[src/rtl/pipe_skid_stage_if.sv]
// Handshake bundle for pipe_skid_stage: producer side, consumer side and debug status.
// The master modport is the environment (producer and consumer); the slave modport is the stage.
interface pipe_skid_stage_if #(
    parameter int N  = 64,
    parameter int CW = 32
);
    logic          in_valid;
    logic          in_ready;
    logic [N-1:0]  in_data;
    logic          flush;
    logic          out_valid;
    logic          out_ready;
    logic [N-1:0]  out_data;
    logic [1:0]    occupancy;
    logic [CW-1:0] xfer_count;

    modport master (
        output in_valid, in_data, flush, out_ready,
        input  in_ready, out_valid, out_data, occupancy, xfer_count
    );

    modport slave (
        input  in_valid, in_data, flush, out_ready,
        output in_ready, out_valid, out_data, occupancy, xfer_count
    );
endinterface

[src/rtl/pipe_skid_stage.sv]
// Two-entry elastic (skid) pipeline stage with a wrapping delivered-word counter.
// in_ready depends only on registered state and reset, so back-pressure never forms a combinational loop.
module pipe_skid_stage #(
    parameter int N  = 64,
    parameter int CW = 32
) (
    input  logic             clk,
    input  logic             reset,
    pipe_skid_stage_if.slave bus
);

    typedef enum logic [1:0] {
        EMPTY = 2'd0,
        ONE   = 2'd1,
        TWO   = 2'd2
    } state_t;

    state_t        state_r;
    state_t        next_state_s;
    logic [N-1:0]  main_r;
    logic [N-1:0]  skid_r;
    logic [N-1:0]  main_next_s;
    logic [N-1:0]  skid_next_s;
    logic [CW-1:0] count_r;
    logic          in_ready_s;
    logic          out_valid_s;
    logic          push_s;
    logic          pop_s;

    assign in_ready_s  = (state_r != TWO) & reset;
    assign out_valid_s = (state_r != EMPTY);
    assign push_s      = bus.in_valid & in_ready_s;
    assign pop_s       = out_valid_s & bus.out_ready;

    // Next-state and data-register selection; flush wins over any push.
    always_comb begin
        next_state_s = state_r;
        main_next_s  = main_r;
        skid_next_s  = skid_r;
        if (bus.flush) begin
            next_state_s = EMPTY;
        end else begin
            case (state_r)
                EMPTY: begin
                    if (push_s) begin
                        next_state_s = ONE;
                        main_next_s  = bus.in_data;
                    end else begin
                        next_state_s = EMPTY;
                    end
                end
                ONE: begin
                    if (push_s && pop_s) begin
                        next_state_s = ONE;
                        main_next_s  = bus.in_data;
                    end else if (push_s) begin
                        next_state_s = TWO;
                        skid_next_s  = bus.in_data;
                    end else if (pop_s) begin
                        next_state_s = EMPTY;
                    end else begin
                        next_state_s = ONE;
                    end
                end
                TWO: begin
                    // No push can occur here because in_ready is low.
                    if (pop_s) begin
                        next_state_s = ONE;
                        main_next_s  = skid_r;
                    end else begin
                        next_state_s = TWO;
                    end
                end
                default: begin
                    next_state_s = EMPTY;
                end
            endcase
        end
    end

    // State and data registers.
    always_ff @(posedge clk or negedge reset) begin
        if (!reset) begin
            state_r <= EMPTY;
            main_r  <= {N{1'b0}};
            skid_r  <= {N{1'b0}};
        end else begin
            state_r <= next_state_s;
            main_r  <= main_next_s;
            skid_r  <= skid_next_s;
        end
    end

    // Delivered-word counter; a pop coinciding with flush still counts.
    always_ff @(posedge clk or negedge reset) begin
        if (!reset) begin
            count_r <= {CW{1'b0}};
        end else if (pop_s) begin
            count_r <= count_r + CW'(1);
        end else begin
            count_r <= count_r;
        end
    end

    assign bus.in_ready   = in_ready_s;
    assign bus.out_valid  = out_valid_s;
    assign bus.out_data   = main_r;
    assign bus.occupancy  = state_r;
    assign bus.xfer_count = count_r;

endmodule

[src/flat_wrapper.sv]
// flat-port wrapper written by rule: the top's interface ports become plain ports
module pipe_skid_stage_flat 
#(
    parameter int N  = 64,
    parameter int CW = 32
)
  (clk, reset, bus_in_valid, bus_in_data, bus_flush, bus_out_ready, bus_in_ready, bus_out_valid, bus_out_data, bus_occupancy, bus_xfer_count);
  pipe_skid_stage_if #(.N(N), .CW(CW)) bus_i ();
  input  logic clk;
  input  logic reset;
  input wire logic [$bits(bus_i.in_valid)-1:0] bus_in_valid;
  input wire logic [$bits(bus_i.in_data)-1:0] bus_in_data;
  input wire logic [$bits(bus_i.flush)-1:0] bus_flush;
  input wire logic [$bits(bus_i.out_ready)-1:0] bus_out_ready;
  output wire logic [$bits(bus_i.in_ready)-1:0] bus_in_ready;
  output wire logic [$bits(bus_i.out_valid)-1:0] bus_out_valid;
  output wire logic [$bits(bus_i.out_data)-1:0] bus_out_data;
  output wire logic [$bits(bus_i.occupancy)-1:0] bus_occupancy;
  output wire logic [$bits(bus_i.xfer_count)-1:0] bus_xfer_count;
  assign bus_i.in_valid = bus_in_valid;
  assign bus_i.in_data = bus_in_data;
  assign bus_i.flush = bus_flush;
  assign bus_i.out_ready = bus_out_ready;
  assign bus_in_ready = bus_i.in_ready;
  assign bus_out_valid = bus_i.out_valid;
  assign bus_out_data = bus_i.out_data;
  assign bus_occupancy = bus_i.occupancy;
  assign bus_xfer_count = bus_i.xfer_count;
  pipe_skid_stage #(.N(N), .CW(CW)) u_core (.clk(clk), .reset(reset), .bus(bus_i));
endmodule
[config.mk]
export PLATFORM = sky130hd
export DESIGN_NAME = pipe_skid_stage_flat
export DESIGN_NICKNAME = d
export VERILOG_FILES = /design/src/rtl/pipe_skid_stage_if.sv /design/src/rtl/pipe_skid_stage.sv /design/src/flat_wrapper.sv
export SDC_FILE = /design/constraint.sdc
export NUM_CORES = 1
export LEC_CHECK = 0
export ABC_AREA = 1
export CAP_MARGIN = 40
export CORE_MARGIN = 8
export CORE_UTILIZATION = 51
export CTS_CLUSTER_DIAMETER = 150
export DETAILED_ROUTE_END_ITERATION = 8
export GPL_ROUTABILITY_DRIVEN = 1
export HOLD_SLACK_MARGIN = 0.08
export PLACE_DENSITY = 0.86
export SYNTH_ARGS = -nofsm -noshare
export SYNTH_HDL_FRONTEND = slang
export SYNTH_SLANG_ARGS = --single-unit
[constraint.sdc]
create_clock -name clk -period 2.35 [get_ports clk]
set_input_delay 0.705 -clock clk [delete_from_list [all_inputs] [get_ports clk]]
set_output_delay 0.705 -clock clk [all_outputs]
set_load 0.03 [all_outputs]
Yosys cells after proc, flatten, opt, wreduce, memory -nomap -nowiden
Index checks and enable logic that the tools add are counted.
Storage, ports and cells
  input port bits: 69
  word-level logic and storage cells: 33
  output and inout port bits: 100
  flip-flop bits (word level): 162
Cells by class
  reduce and logical (&&, ||, !) cells: 6
  bitwise gates (word level): 5
  add/sub/neg operators: 1
  muxes and demuxes: 11
  equal/unequal tests: 6
Operators with widths (count)
  $mux W64: 3
  $pmux W64 S3: 1
  $add A32 B1 Y32 const B: 1
  $mux W2: 4
  $ne A2 B1 Y1 const B: 3
  $pmux W2 S3: 1
  $reduce_and A5 Y1: 1
  $reduce_and A4 Y1: 1
  $and A1 B1 Y1: 3
  $reduce_bool A3 Y1: 1
  $eq A2 B1 Y1 const B: 1
  $eq A2 B2 Y1 const B: 1
  $logic_not A2 Y1: 1
  $mux W1: 2
  $ne A2 B2 Y1 const B: 1
  $not A1 Y1: 2
  $reduce_bool A2 Y1: 1
  $logic_and A1 B1 Y1: 1

Depth between registers and ports, before layout
Gate-level depths: netlist (run 1).
  depth after elaboration: 7
  depth in mapped cells: 15
  mapped depth without buffers: 13

Worst setup path before layout (run 1)
Ideal clock, no wire load.
  kind: input to register
  start point: input reset
  end point: register u_core.main_r[13], in the netlist u_core.bus.out_data[13]
  path slack: 0.092 ns
  required time: 2.233 ns
  arrival: 2.140 ns
  library setup time: 0.117 ns
  path buffers: 2
  stages: 13
  cell sequence: inv_1 nor2_2 nand2_2 inv_1 ha_1 inv_1 nand2_1 nand2_1 nor2_1 and2_4 buf_6 buf_6 o21ai_2
On the way
  longest elaborated chain between the ends: 5
  elaborated cells between the ends (all ways): 6
RTL lines
  from (decl): RTL line flat_wrapper.sv:10  | input logic reset;
  $and A1 B1 Y1 *: RTL line pipe_skid_stage.sv:30  | assign in_ready_s = (state_r != TWO) & reset;
  via bus_in_ready: RTL line flat_wrapper.sv:15  | output wire logic [$bits(bus_i.in_ready)-1:0] bus_in_ready;
  $and A1 B1 Y1 *: RTL line pipe_skid_stage.sv:32  | assign push_s = bus.in_valid & in_ready_s;
  $logic_and A1 B1 Y1: RTL line pipe_skid_stage.sv:53  | if (push_s && pop_s) begin
  $ne A2 B1 Y1 (no source line)
  $reduce_and A5 Y1 (no source line) *
  to (signal assigned): RTL line pipe_skid_stage.sv:85  | main_r <= {N{1'b0}};
  to (signal assigned): RTL line pipe_skid_stage.sv:89  | main_r <= main_next_s;
  to (decl): RTL line pipe_skid_stage.sv:20  | logic [N-1:0] main_r;
The timed path passes the listed nets; every way through them passes the cells marked *.
A chain may end at the register's enable or synchronous reset.

Worst setup path in the final report (run 1)
  start point: register u_core.count_r[26], in the netlist u_core.bus.xfer_count[26]
  end point: output bus_xfer_count[26]
RTL lines
  from (decl): RTL line pipe_skid_stage.sv:24  | logic [CW-1:0] count_r;
  from (signal assigned): RTL line pipe_skid_stage.sv:97  | count_r <= {CW{1'b0}};
  from (signal assigned): RTL line pipe_skid_stage.sv:99  | count_r <= count_r + CW'(1);
  from (signal assigned): RTL line pipe_skid_stage.sv:101  | count_r <= count_r;
  to (decl): RTL line flat_wrapper.sv:19  | output wire logic [$bits(bus_i.xfer_count)-1:0] bus_xfer_count;
No word-level cell between the ends.

==> qor.csv, run 1 <==
stage,metric,value,unit
outcome,status,"finished, final reports clean",
power,peakVddDrop,0.000470,V
detailed_routing,drc,0,
yosys,synth_top_area_share,51.6,%
yosys,synth-edff-count,0,
floorplan,die_h,140,um
sta,max_slew_margin,40.2,%
detailed_routing,first_iter_violations,526,
yosys,synth_warnings,0,
floorplan,io_pins,169,
sta,worstMarginPinSlew,0.896,ns
global_routing,grt_pass1_vias,6534,
placed_design,hpwl,13200,um
critical_path,max_stage_delay,0.72,ns
yosys,ys_ff_latch,162,
yosys,synth_commonest_cells,"nand2_1, inv_1, dfrtp_1",
critical_path,timing.rr.start,u_core.bus.occupancy[0]$_DFF_PN0_,
detailed_routing,vias,6544,
yosys,synth_fa_ha_area_share,0.478,%
global_routing,grt_pass1_wl,31900,um
power,p_leak,4.91,nW
yosys,syn_area_per_cell,8.35,um^2
detailed_routing,viasPerCell,5.00,
sta,whs,0.404,ns
critical_path,cp-start-kind,flip-flop,
critical_path,crit_family,buffers and inverters,
finish,drive_above_1_share,11.6,%
sta,fin_worst_skew,0.00824,ns
cts,cts_tree,yes,
floorplan,num_rows,45,
cts,cts_buffer_depth,2,
sta,post-route-min-period,2.30,ns
yosys,synth.largest_area_cell,dfrtp_1,
cts,htree_num_levels,4,
critical_path,critPathBufInv,1,
yosys,synth_nets,1013,
placed_design,gp_congestion,0.890,
cts,clock_latency,0.42,ns
power,power,9.44,mW
global_routing,antenna_found_initial,0,
sta,finalSetupViolations,0,
yosys,ys.flop_type,dfrtp_1,
yosys,syn_inst,941,
finish,final_area,10400,um^2
cts,cts_root_buffer,clkbuf_16,
critical_path,cp_num_cells,1,
critical_path,r2r_slack,0.27,ns
yosys,async_flop_share,100,%
critical_path,crit_start,u_core.bus.xfer_count[26]$_DFFE_PN0P_,
worst_hold_path,hp-class,in -> async,
critical_path,critPathKind,reg -> out,
sta,report.final.slew_viol_count,0,
cts,cts_sinks,162,
critical_path,path_cells,clkdlybuf4s50_1,
floorplan,core_area,15100,um^2
floorplan,die_x,140,um
cts,clk_pin_slew,0.06,ns
yosys,synth_top_family_by_area,simple AND/OR/NAND/NOR gates,
yosys,ys_seq_area_share,51.6,%
global_routing,gr-total-overflow,0,
yosys,synth_xor_xnor_area_share,2.12,%
critical_path,critPathRequiredTime,1.64,ns
critical_path,path_max_fanout,5,
yosys,yosysMostFrequentCell,nand2_1,
yosys,synthMuxAreaShare,0,%
yosys,synthesis.area,7860,um^2
global_routing,grtUsageTotal,20.0,%
global_routing,grt_max_degree,163,
finish,antenna_cells,0,
finish,multi_input_comb_area,2860,um^2
placed_design,io_buffer_count,168,
floorplan,start_util,51.9,%
yosys,synthTopCellsByArea,"dfrtp_1, nand2_1, inv_1, o21ai_0, o21ai_2",
sta,rsz0062_at_grt,false,
critical_path,endpoint,bus_xfer_count[26],
yosys,synthSimpleGateAreaFrac,18.3,%
critical_path,rr_worst_depth,13,
sta,finalCritPeriodShare,97.9,%
cts,post-cts-setup-buffer-count,0,
detailed_routing,wire_per_inst,14.5,um
detailed_routing,postRouteWirelength,18900,um
yosys,synth_compound_area_share,15.4,%
sta,hold_violations,0,
critical_path,cp.arrival,1.59,ns
detailed_routing,ant_nets,0,
critical_path,critical-path-slowest-cell,clkdlybuf4s50_1,
critical_path,r2r-end,u_core.skid_r[34]$_DFFE_PN0P_,
cts,cts_buffers,17,
sta,fmax,435,MHz
job,cap_viol_max_count,0,
finish,fillers,1135,
finish,regArea,4050,um^2
critical_path,endpoint_kind,primary output,
finish,area_delta_synth_final,32.4,%
yosys,synth_cell_types,29,
power,p_per_area,907,nW/um^2
floorplan,dieArea,19600,um^2
finish,fin_nets,1180,
placed_design,dpl_cell_area,9800,um^2
detailed_routing,dr.pass1.iters,5,
cts,ctsHoldBuffers,0,
## cell type report
class,count,area share (%)
well taps,188,2.26
multi-input cells,568,27.5
inverters,168,6.07
repair buffers,191,19.5
clock inverters,10,1.19
clock buffers,22,4.56
flip-flops and latches,162,39.0
## metal layers
metal | part of all wire (%) | vias up | global-route usage, % | routed length, um
met1 | 43 | 3091 | 24.5 | 8120
met2 | 49 | 195 | 33.4 | 9220
met5 | 0 | - | 0 | 0
met4 | 2.3 | 0 | 7.31 | 445
met3 | 6.1 | 31 | 5.06 | 1160
li1 | - | 3227 | - | -
## registers in the layout (all words and copies together) (netlist names)
name                   cells
u_core.skid_r             64
u_core.bus.out_data       64
u_core.bus.xfer_count     32
u_core.bus.occupancy       2
## where the power goes
part	switching, mW	internal, mW	leakage, nW	total [mW]
sequential	0.332	3.50	1.96	3.83
combinational	1.64	1.16	2.66	2.81
clock	1.14	1.66	0.287	2.80
total	3.11	6.33	4.91	9.44
## worst register-to-register path: stages (launching register included)
cell     delay, ns
dfrtp_1       0.42
nor2_2        0.21
nor2_2        0.07
nand2_2       0.08
inv_1         0.07
ha_1          0.18
inv_1         0.05
nand2_1       0.06
buf_4         0.14
nor3_4        0.22
buf_12        0.18
buf_12        0.14
nand2_1       0.07
o21ai_0       0.10
## how the worst min path moves through the flow
stage                     slack [ns]                               endpoint                                   from
after floorplan                 0.41      u_core.bus.occupancy[0]$_DFF_PN0_                                  reset
after global placement          0.48  u_core.bus.xfer_count[31]$_DFFE_PN0P_  u_core.bus.xfer_count[31]$_DFFE_PN0P_
after detailed placement        0.49  u_core.bus.xfer_count[31]$_DFFE_PN0P_  u_core.bus.xfer_count[31]$_DFFE_PN0P_
after CTS                       0.50  u_core.bus.xfer_count[31]$_DFFE_PN0P_  u_core.bus.xfer_count[31]$_DFFE_PN0P_
after global routing            0.50    u_core.bus.out_data[15]$_DFFE_PN0P_                                  reset
final                           0.40          u_core.skid_r[18]$_DFFE_PN0P_                                  reset
## metrics by stage
stage | util [%] | setup TNS [ns] | setup slack (ns) | cells
finish | 68.7 | 0 | 0.0503 | 1309
global route | 68.7 | 0 | 0.00517 | 1309
CTS | 68.6 | 0 | 0.000894 | 1309
detailed placement | 64.7 | -22.07 | -0.231 | 1277
global placement | 64.7 | -20.88 | -0.219 | 1277
floorplan | - | 0 | 0.0923 | 941
## cells in the final DEF (no fill, tap or decap), types with 9 or more instances in the layout
master,instances
buf_4,11
nand3_1,17
buf_12,13
xnor2_1,9
o21ai_2,60
xor2_1,10
o21ai_1,10
clkdlybuf4s50_1,161
clkbuf_16,17
inv_1,166
dfrtp_1,162
nand4_1,10
o21ai_0,123
nor2_1,32
nand2_1,271
## timing repair
| action | CTS | global route |
|---|---|---|
| resized for setup | 1 | 4 |
| pin swaps | 0 | 0 |
| endpoints found under the setup margin | 1 | 4 |
## kinds of logic (layout without fill, tap and decap cells)
| kind of cell | after synthesis | after routing |
|---|---|---|
| simple gates | 350 | 350 |
| flops | 162 | 162 |
| xor+xnor | 19 | 19 |
| compound gates | 196 | 196 |
| buf+inv | 211 | 391 |
| fa+ha+maj | 3 | 3 |
Power figures use the tool's default switching activity.
==> run 2, diff against run 1 <==
TNS_END_PERCENT = 100   (was not set)
==> results of run 2 <==
No change in the layout: final DEF, timing and power equal those of run 1.
